### config.mk
export PLATFORM = sky130hd
export DESIGN_NAME = hop_lfsr8
export DESIGN_NICKNAME = d
export VERILOG_FILES = /design/src/rtl/hop_pkg.sv /design/src/rtl/hop_lfsr8.sv
export SDC_FILE = /design/constraint.sdc
export NUM_CORES = 1
export LEC_CHECK = 0
export ABC_AREA = 1
export BUFFER_PORTS_ARGS = -buffer_cell sky130_fd_sc_hd__buf_2
export CAP_MARGIN = 20
export CORE_AREA = 5 5 42 44
export CTS_CLUSTER_DIAMETER = 80
export DETAILED_ROUTE_END_ITERATION = 7
export DIE_AREA = 0 0 47 49
export PLACE_DENSITY = 0.52
export REMOVE_ABC_BUFFERS = 1
export SLEW_MARGIN = 20
export SYNTH_ARGS = -nofsm -noshare
export SYNTH_HDL_FRONTEND = slang
export SYNTH_SLANG_ARGS = --single-unit
### constraint.sdc
create_clock -name clock0 -period 0.8 [get_ports clock0]
set_input_delay 0.04 -clock clock0 [delete_from_list [all_inputs] [get_ports clock0]]
set_output_delay 0.04 -clock clock0 [all_outputs]
set_load 0.01 [all_outputs]
### src/rtl/hop_pkg.sv
// Shared definitions for the hop lane stimulus/checker: lane count, default
// timing, LFSR taps and the checker FSM state encoding.
package hop_pkg;

  localparam int LANES       = 4;
  localparam int EXP_LAT_DEF = 7;
  localparam int TIMEOUT_DEF = 31;

  // Taps 8,6,5,4 of the Fibonacci polynomial, mapped onto bits 7,5,4,3.
  localparam logic [7:0] LFSR_TAPS = 8'b1011_1000;

  typedef enum logic [2:0] {
    IDLE   = 3'd0,
    LAUNCH = 3'd1,
    WAIT   = 3'd2,
    CHECK  = 3'd3,
    GAP    = 3'd4,
    DONE   = 3'd5
  } state_e;

  // An all-zero pattern would launch nothing, so it becomes all lanes.
  function automatic logic [LANES-1:0] lane_pattern(input logic [7:0] s);
    return (s[3:0] == 4'h0) ? 4'hF : s[3:0];
  endfunction

endpackage

### src/rtl/hop_lfsr8.sv
// 8-bit Fibonacci LFSR (taps 8,6,5,4) that shifts left once per enabled cycle
// and reloads SEED on reset.
module hop_lfsr8
  import hop_pkg::*;
#(
  parameter logic [7:0] SEED = 8'hA5
) (
  input  logic       clock0,
  input  logic       rst1,
  input  logic       en,
  output logic [7:0] state
);

  logic [7:0] lfsr_q;
  logic [7:0] lfsr_d;

  always_comb begin
    lfsr_d = lfsr_q;
    if (en) begin
      lfsr_d = {lfsr_q[6:0], ^(lfsr_q & LFSR_TAPS)};
    end
  end

  always_ff @(posedge clock0 or posedge rst1) begin
    if (rst1) begin
      lfsr_q <= SEED;
    end else begin
      lfsr_q <= lfsr_d;
    end
  end

  assign state = lfsr_q;

endmodule

; ---- Yosys cells after proc, flatten, opt, wreduce, memory -nomap -nowiden
; Index checks and enable logic that the tools add are counted.
[op_classes]
reduce_logical = 1
[ops]
columns = cell, count
row1 = XOR reduction 8 bit, 1
[totals]
regBits = 8
input_bits = 3
output_inout_bits = 8
word_cells = 2

; ---- Longest topological paths before layout
; Gate-level depths: netlist of the first run.
[depth]
word_depth = 1
ltp_mapped = 6
ltp_nobuf = 6

; ---- Worst setup path after synthesis of the first run
; OpenSTA, ideal clock, no wires.
[synth_path]
path_kind = flip-flop to flip-flop
startpoint = register lfsr_q[7], in the netlist state[7]
endpoint = register lfsr_q[0], in the netlist state[0]
setup_ps = 60
arrival_ps = 867
required_time_ps = 740
slack_ps = -128
stages_incl_launch_ff = 7
synth_period_minus_slack_ps = 928
path_cell_list = dfstp_2 inv_1 nand2_1 nand2_1 nand2_1 nand3_1 nand2_1
[synth_between]
elab_chain_len = 1
[synth_lines]
columns = element, line_no
row1 = start: declaration, hop_lfsr8.sv:14  ; logic [7:0] lfsr_q;
row2 = start signal: assignment, hop_lfsr8.sv:28  ; lfsr_q <= lfsr_d;
row3 = XOR reduction 8 bit, hop_lfsr8.sv:20  ; lfsr_d = {lfsr_q[6:0], ^(lfsr_q & LFSR_TAPS)};
; Every way passes these cells.
; A chain may end at the register's enable or synchronous reset.

; ---- Worst setup path in the final report of the first run
[layout_path]
startpoint = register lfsr_q[5], in the netlist state[5]
endpoint = output state[5]
[layout_lines]
columns = element, line_no
row1 = end: declaration, hop_lfsr8.sv:11  ; output logic [7:0] state
; No word-level cell between the ends.

==> results of run 1 <==
-- metrics by stage --
stage / hold slack (ps) / total power, W / utilization, % / area, sq um / setup WS [ps]
floorplan: -147 / 0.000955 / - / 357 / -127
global placement: -2.91 / 0.00122 / 33.1 / 464 / -149
detailed placement: 0.308 / 0.00123 / 33.1 / 464 / -176
global route: 89.7 / 0.00210 / 44.5 / 623 / -246
finish: 88.7 / 0.00195 / 44.5 / 623 / -185
CTS: 75.0 / 0.00183 / 41.6 / 583 / -189
-- cell type report --
class | instances | share of cell area, %
Timing Repair Buffer | 21 | 32.3
Multi-Input combinational cell | 29 | 22.5
Clock buffer | 4 | 4.22
Sequential cell | 8 | 32.9
Tap cell | 16 | 3.21
Inverter | 8 | 4.82
-- logic make-up after synthesis --
group,count (synthesis),synth area share (%)
buffers and inverters,9,10.3
flip-flops,8,56.4
XOR/XNOR,1,2.41
AND/OR/NAND/NOR,23,24.1
AO/OA/AOI/OAI,5,6.87
-- worst min-delay path by stage --
stage | startpoint | cells past startpoint | end | slack [ps]
after CTS | en | 2 | state[5]$_DFFE_PP1P_ | 80
final | en | 3 | state[2]$_DFFE_PP1P_ | 90
after global placement | rst1 | 2 | state[6]$_DFFE_PP0P_ | -3
after detailed placement | rst1 | 2 | state[6]$_DFFE_PP0P_ | 0.3
after floorplan | rst1 | 1 | state[1]$_DFFE_PP0P_ | -150
after global routing | en | 3 | state[5]$_DFFE_PP1P_ | 90
-- cells in the final DEF, fill, tap and decap left out, types with 4 or more instances in the layout --
cell	instances
dfrtp_1	4
inv_1	4
nand2_2	4
nand2_1	16
inv_2	4
buf_4	4
buf_6	13
dfstp_2	4
-- report_power, final --
group,internal [W],switching [W]
Clock,0.000191,0.000146
Combinational,0.000548,0.000363
Sequential,0.000573,0.000125
-- routing by layer --
layer / vias to the layer above / global-route usage (%) / part of all wire [%]
met2: 13 / 11.5 / 50
met5: - / 0 / 0
li1: 183 / - / -
met1: 166 / 10.1 / 43
met3: 4 / 2.21 / 3.7
met4: 0 / 8.29 / 3.3
-- timing repair --
action | 4_1_cts | 5_1_grt
hold endpoints to repair | 8 | 0
pin swaps | 5 | 4
setup buffers | 4 | 1
resized for setup | 13 | 9
endpoints found under the setup margin | 12 | 15
hold buffers | 1 | 0
==> results.json, run 1 <==
{
  "ys.flop_type": "dfstp_2",
  "fin_skew_ps": 7.60,
  "start_kind": "flop",
  "post-place-cells": 76,
  "num_io_pins": 11,
  "htreeDepth": 1,
  "ctsRootBufferMaster": "clkbuf_4",
  "synthCells": 46,
  "num_vias": 366,
  "gp_congestion": 0.662,
  "fmax_mhz": 1020,
  "fin_crit_ps": 985,
  "diodes": 0,
  "antenna_found_initial": 0,
  "drt-total-wl_um": 866,
  "multi_input_area_sq_um": 140,
  "worstMarginPinSlew_ps": 314,
  "slew_headroom_pct": 79.0,
  "synth_top_area_share_pct": 28.9,
  "synth-seq-cells": 8,
  "instances_no_fill": 86,
  "hpwl_um": 560,
  "power_density_mw_per_mm2": 3120,
  "synth.largest_area_cell": "dfstp_2",
  "synth_commonest_cells": "nand2_1 (20), inv_1 (7), dfrtp_1 (4), dfstp_2 (4), o21ai_1 (4)",
  "grt.total_usage_pct": 8.52,
  "grt_pass1_wl_um": 1350,
  "drt_first_pass_iters": 4,
  "area_delta_synth_final_pct": 71.1,
  "overflow": 0,
  "cap_violations": 0,
  "required_ps": 760,
  "reg2reg_from": "state[7]$_DFFE_PP1P_",
  "min_path_type": "in -> reg",
  "largest_reg_flops": 8,
  "cts_sinks": 8,
  "start_util_pct": 26.0,
  "drt_iter0_drc": 3,
  "setup_viol": 15,
  "rrSetupSlack_ps": -180,
  "post_drt_wl_per_cell_um": 10.1,
  "arrival_ps": 940,
  "avgSynthCellArea_sq_um": 7.92,
  "outcome": "complete, but fails checks",
  "finalHoldViolations": 0,
  "cp_max_fo": 4,
  "cts_buffers": 3,
  "port_buffers": 10,
  "ys_types": 11,
  "violations": "negative setup slack",
  "vias_per_cell": 4.26,
  "critPathKind": "reg -> out",
  "layout-drive-gt1-share_pct": 52.9,
  "yosys_warnings": 0,
  "crit_buf_inv": 1,
  "reg2regPathDepth": 4,
  "reg2reg_to": "state[0]$_DFFE_PP1P_",
  "crit_family": "flip-flops",
  "regArea_sq_um": 205,
  "die_y_um": 49,
  "ant_nets": 0,
  "finalCritPeriodShare_pct": 123,
  "crit_chain": "buf_6",
  "vdd_drop_max_mv": 1.43,
  "synth.most_common_cell": "nand2_1",
  "drv_slew": 0,
  "synth_edf_count": 0,
  "syn_area_sq_um": 364,
  "clock_latency_ps": 260,
  "core_region_area_sq_mm": 0.00140,
  "critPathMaxStageDelay_ps": 580,
  "fill_cells": 156,
  "die-area_sq_mm": 0.00230,
  "num_rows": 14,
  "cts_tree": "done",
  "setup_tns_ps": -1690,
  "async_flop_share_pct": 100,
  "synth_area_leaders": "dfstp_2 (29%), dfrtp_1 (27%), nand2_1 (21%)",
  "crit_cells": 1,
  "slowest_stage": "dfstp_2",
  "final_nets": 74,
  "grt_pass1_vias": 333,
  "p_leak_nw": 0.325,
  "critPathCapture": "state[5]",
  "startpoint": "state[5]$_DFFE_PP1P_",
  "cts_buffer_depth": 2,
  "synth-seq-area-share_pct": 56.4,
  "fp.dieW_um": 47,
  "clk_pin_slew_ps": 60,
  "drc": 0,
  "cp-end-kind": "output pin",
  "grt_max_degree": 13,
  "worst_slack_ps": -185,
  "rsz0062_at_grt": "true"
}
(Power assumes the default switching activity.)
==> run 2, diff against run 1 <==
Settings changed: CTS_CLUSTER_SIZE from default to 25, SETUP_SLACK_MARGIN from default to 0.1.
==> run 2 against run 1 <==
  * The run still ends with negative setup slack left
  * Sequential share of layout area did not move
  * Core utilization did not move
  * Count of clock-buffer cells in the layout did not move
  * Total power fell by 0.49%
  * Fmax barely moved
  * Routed wire length fell by 3.8%
  * Critical path type unchanged
  * Largest cell class unchanged
==> results.json, run 2 (synthesis results as in run 1) <==
{
  "pre_cts_slack_ps": -176,
  "layout-drive-gt1-share_pct": 52.9,
  "p_seq_share_pct": 35.9,
  "total_power_w": 0.00194,
  "gp_congestion": 0.662,
  "p_sw_share_pct": 32.2,
  "clkPwrFrac_pct": 17.3,
  "rsz0062_at_grt": "true",
  "cp-end-kind": "output pin",
  "drt_first_pass_iters": 2,
  "post_drt_wl_per_cell_um": 9.69,
  "worst_slack_ps": -186,
  "num_rows": 14,
  "drc": 0,
  "cap_violations": 0,
  "fin_skew_ps": 6.84,
  "outcome": "complete, but fails checks",
  "placed_area_sq_um": 464,
  "final_area_sq_um": 623,
  "switchingPower_w": 0.000625,
  "area_delta_synth_final_pct": 71.1,
  "cp_max_fo": 4,
  "cts_tree": "done",
  "arrival_ps": 950,
  "num_vias": 354,
  "port_buffers": 10,
  "finish.utilization_pct": 44.5,
  "crit_buf_inv": 1,
  "clk_pin_slew_ps": 60,
  "fp.dieW_um": 47,
  "grt.total_usage_pct": 8.66,
  "setup_tns_ps": -1640,
  "ant_nets": 0,
  "htreeDepth": 1,
  "cts_buffer_depth": 2,
  "clock_latency_ps": 260,
  "overflow": 0,
  "num_io_pins": 11,
  "vias_per_cell": 4.12,
  "power_density_mw_per_mm2": 3110,
  "start_util_pct": 26.0,
  "required_ps": 760,
  "crit_chain": "buf_6",
  "worstMarginPinSlew_ps": 308,
  "core_region_area_sq_mm": 0.00140,
  "fmax_mhz": 1010,
  "fin_crit_ps": 986,
  "vdd_drop_max_mv": 1.44,
  "setup_viol": 15,
  "slew_headroom_pct": 79.4,
  "finalCritPeriodShare_pct": 123,
  "p_leak_nw": 0.325,
  "drv_slew": 0,
  "layout_commonest_cell": "nand2_1",
  "ctsRootBufferMaster": "clkbuf_4",
  "die-area_sq_mm": 0.00230,
  "hpwl_um": 560,
  "power.internal_w": 0.00131,
  "final_cell_mix": "nand2_1 (16), buf_6 (13)",
  "critPathMaxStageDelay_ps": 580,
  "cts_buffers": 3,
  "grt_pass1_vias": 339,
  "cts_sinks": 8,
  "p_comb_share_pct": 46.8,
  "critPathKind": "reg -> out",
  "largest_reg_flops": 8,
  "antenna_found_initial": 0,
  "die_y_um": 49,
  "drt-total-wl_um": 833,
  "diodes": 0,
  "finalHoldViolations": 0,
  "final_nets": 74,
  "min_path_type": "in -> reg",
  "violations": "negative setup slack",
  "grt_max_degree": 13,
  "start_kind": "flop",
  "slowest_stage": "dfstp_2",
  "crit_family": "flip-flops",
  "grt_pass1_wl_um": 1380,
  "drt_iter0_drc": 2
}
run 2: cell counts in the layout (fill, tap and decap cells not counted):
No cell type changed its count.
run 2: path summary, 6_finish.rpt:
path	start	endpoint	slack [ps]	cells after the start
min in group asynchronous	rst1	state[4]$_DFFE_PP0P_	270	3
max in group asynchronous	rst1	state[5]$_DFFE_PP1P_	240	3
max	state[7]$_DFFE_PP1P_	state[7]	-190	1
max reg2reg	state[7]$_DFFE_PP1P_	state[0]$_DFFE_PP1P_	-180	4
min reg2reg	state[1]$_DFFE_PP0P_	state[2]$_DFFE_PP1P_	510	2
min	en	state[2]$_DFFE_PP1P_	90	3
run 2: metal layers:
metal	global-route usage [%]	vias up	share of wire, %
met1	10.1	161	44
met5	0	-	0
li1	-	182	-
met3	2.21	4	2.9
met2	12.0	7	49
met4	8.29	0	3.5
run 2: per-stage QoR:
stage / hold WS, ps / instances
after CTS: 75.0 / 85
after floorplan: -147 / 45
final: 89.2 / 86
after detailed placement: 0.308 / 76
after global placement: -2.91 / 76
after global routing: 89.7 / 86
run 2: power by group through the flow:
| stage | registers (W) | logic (W) | clock network [W] |
|---|---|---|---|
| after floorplan | 0.000740 | 0.000215 | 0 |
| after global routing | 0.000723 | 0.000999 | 0.000378 |
| after CTS | 0.000691 | 0.000811 | 0.000350 |
| after global placement | 0.000673 | 0.000543 | 0 |
| final | 0.000696 | 0.000906 | 0.000334 |
| after detailed placement | 0.000677 | 0.000548 | 0 |
run 2: what timing repair did:
action,CTS,global route
buffers inserted,4,1
hold buffers,1,0
endpoints found under the setup margin,16,16
gates resized for setup,15,7
hold endpoints to repair,8,0
pin swaps,6,3
run 2: area by class of cell:
cell class | instances | area [sq um]
sequential | 8 | 205
multi-input combinational | 29 | 140
tap | 16 | 20.0
inverter | 8 | 30.0
fill | 154 | 778
timing repair buffer | 21 | 201
clock buffer | 4 | 26.3
==> run 3, diff against run 2 <==
Settings changed: MAX_ROUTING_LAYER from default to met4, TNS_END_PERCENT from default to 10.
==> run 3 against run 2 <==
  * The flow still finishes with violations (negative setup slack)
  * Count of clock-buffer cells in the layout unchanged
  * Routed wire length decreased by 1.1%
  * Via count down 4.2%
  * Fmax fell by 0.36%
  * Clock power about the same
  * Critical path type unchanged
  * Largest cell class unchanged
==> results.json, run 3 (synthesis results as in run 1) <==
{
  "outcome": "complete, but fails checks",
  "htreeDepth": 1,
  "worst_slack_ps": -189,
  "power_density_mw_per_mm2": 3120,
  "layout_commonest_cell": "nand2_1",
  "die_y_um": 49,
  "critPathKind": "reg -> out",
  "gp_congestion": 0.669,
  "crit_buf_inv": 1,
  "cts_buffers": 3,
  "critPathMaxStageDelay_ps": 580,
  "worstMarginPinSlew_ps": 308,
  "slew_headroom_pct": 79.5,
  "drt_iter0_drc": 2,
  "ant_nets": 0,
  "grt.total_usage_pct": 8.66,
  "layout-drive-gt1-share_pct": 46.2,
  "crit_chain": "buf_6",
  "overflow": 0,
  "antenna_found_initial": 0,
  "drt-total-wl_um": 824,
  "p_leak_nw": 0.293,
  "core_region_area_sq_mm": 0.00140,
  "rsz0062_at_grt": "true",
  "grt_pass1_wl_um": 1340,
  "cts_buffer_depth": 2,
  "cap_violations": 0,
  "vdd_drop_max_mv": 1.27,
  "finalHoldViolations": 0,
  "start_util_pct": 26.0,
  "violations": "negative setup slack",
  "cp_max_fo": 4,
  "setup_viol": 12,
  "drt_first_pass_iters": 3,
  "drv_slew": 0,
  "start_kind": "flop",
  "post_drt_wl_per_cell_um": 10.2,
  "fin_crit_ps": 989,
  "grt_pass1_vias": 320,
  "clk_pin_slew_ps": 60,
  "cts_tree": "done",
  "ctsRootBufferMaster": "clkbuf_4",
  "num_rows": 14,
  "clock_latency_ps": 260,
  "required_ps": 760,
  "pre_cts_slack_ps": -176,
  "fp.dieW_um": 47,
  "num_io_pins": 11,
  "die-area_sq_mm": 0.00230,
  "fmax_mhz": 1010,
  "cts_sinks": 8,
  "final_cell_mix": "nand2_1 (16), buf_6 (7), inv_1 (6)",
  "vias_per_cell": 4.19,
  "area_delta_synth_final_pct": 54.0,
  "finalCritPeriodShare_pct": 124,
  "hpwl_um": 560,
  "num_vias": 339,
  "drc": 0,
  "slowest_stage": "dfstp_2",
  "crit_family": "flip-flops",
  "diodes": 0,
  "min_path_type": "in -> reg",
  "fin_skew_ps": 7.34,
  "cp-end-kind": "output pin",
  "largest_reg_flops": 8,
  "grt_max_degree": 13,
  "arrival_ps": 950,
  "port_buffers": 10,
  "final_nets": 69,
  "hold_slack_ps": 90.2
}
run 3: changes by cell type in the layout (fill, tap and decap cells not counted):
cell   delta
inv_1     +2
buf_6     -6
inv_2     -2
buf_2     +1
run 3: timing repair:
action | 4_1_cts | 5_1_grt
hold buffers | 1 | 0
resized for setup | 8 | 6
endpoints found under the setup margin | 16 | 16
hold endpoints to repair | 8 | 0
buffers inserted | 0 | 0
pin swaps | 6 | 4
run 3: path summary, 6_finish.rpt:
path,to,slack (ps),cells past startpoint,from
setup / recovery,state[5],-190,1,state[5]$_DFFE_PP1P_
max in group asynchronous,state[5]$_DFFE_PP1P_,240,3,rst1
min in group asynchronous,state[4]$_DFFE_PP0P_,270,3,rst1
setup reg to reg,state[0]$_DFFE_PP1P_,-180,4,state[5]$_DFFE_PP1P_
hold / removal,state[2]$_DFFE_PP1P_,90,3,en
hold reg to reg,state[2]$_DFFE_PP1P_,480,2,state[2]$_DFFE_PP1P_
run 3: cell type report:
type,instances,area (sq um)
repair buffers,16,139
clock buffers,4,26.3
multi-input cells,29,140
well taps,16,20.0
fillers,162,841
flip-flops and latches,8,205
inverters,8,30.0
run 3: report_power, final:
group / total, W / internal, W / switching, W / leakage (nW)
clock: 0.000334 / 0.000191 / 0.000143 / 0.0150
combinational: 0.000714 / 0.000400 / 0.000314 / 0.185
sequential: 0.000702 / 0.000574 / 0.000129 / 0.0933
total: 0.00175 / 0.00117 / 0.000585 / 0.293
run 3: worst register-to-register path, cell delays in order, from the launching register on:
cell     delay, ps
dfstp_2        580
xnor2_1        130
nand2_1         80
nand3_2         70
nand2_1         50
run 3: stage by stage:
stage | util, % | std cells | power (W) | cell area (sq um) | setup TNS (ps)
floorplan | - | 45 | 0.000955 | 357 | -144
global placement | 33.1 | 76 | 0.00122 | 464 | -441
detailed placement | 33.1 | 76 | 0.00123 | 464 | -514
CTS | 38.5 | 81 | 0.00171 | 539 | -1660
global route | 40.0 | 81 | 0.00191 | 561 | -2220
finish | 40.0 | 81 | 0.00175 | 561 | -1660
run 3: metal layers:
metal	GRT usage [%]	wire length [um]
met4	8.29	29
met3	2.21	26
met2	11.1	412
met1	10.4	355
met5	-	0
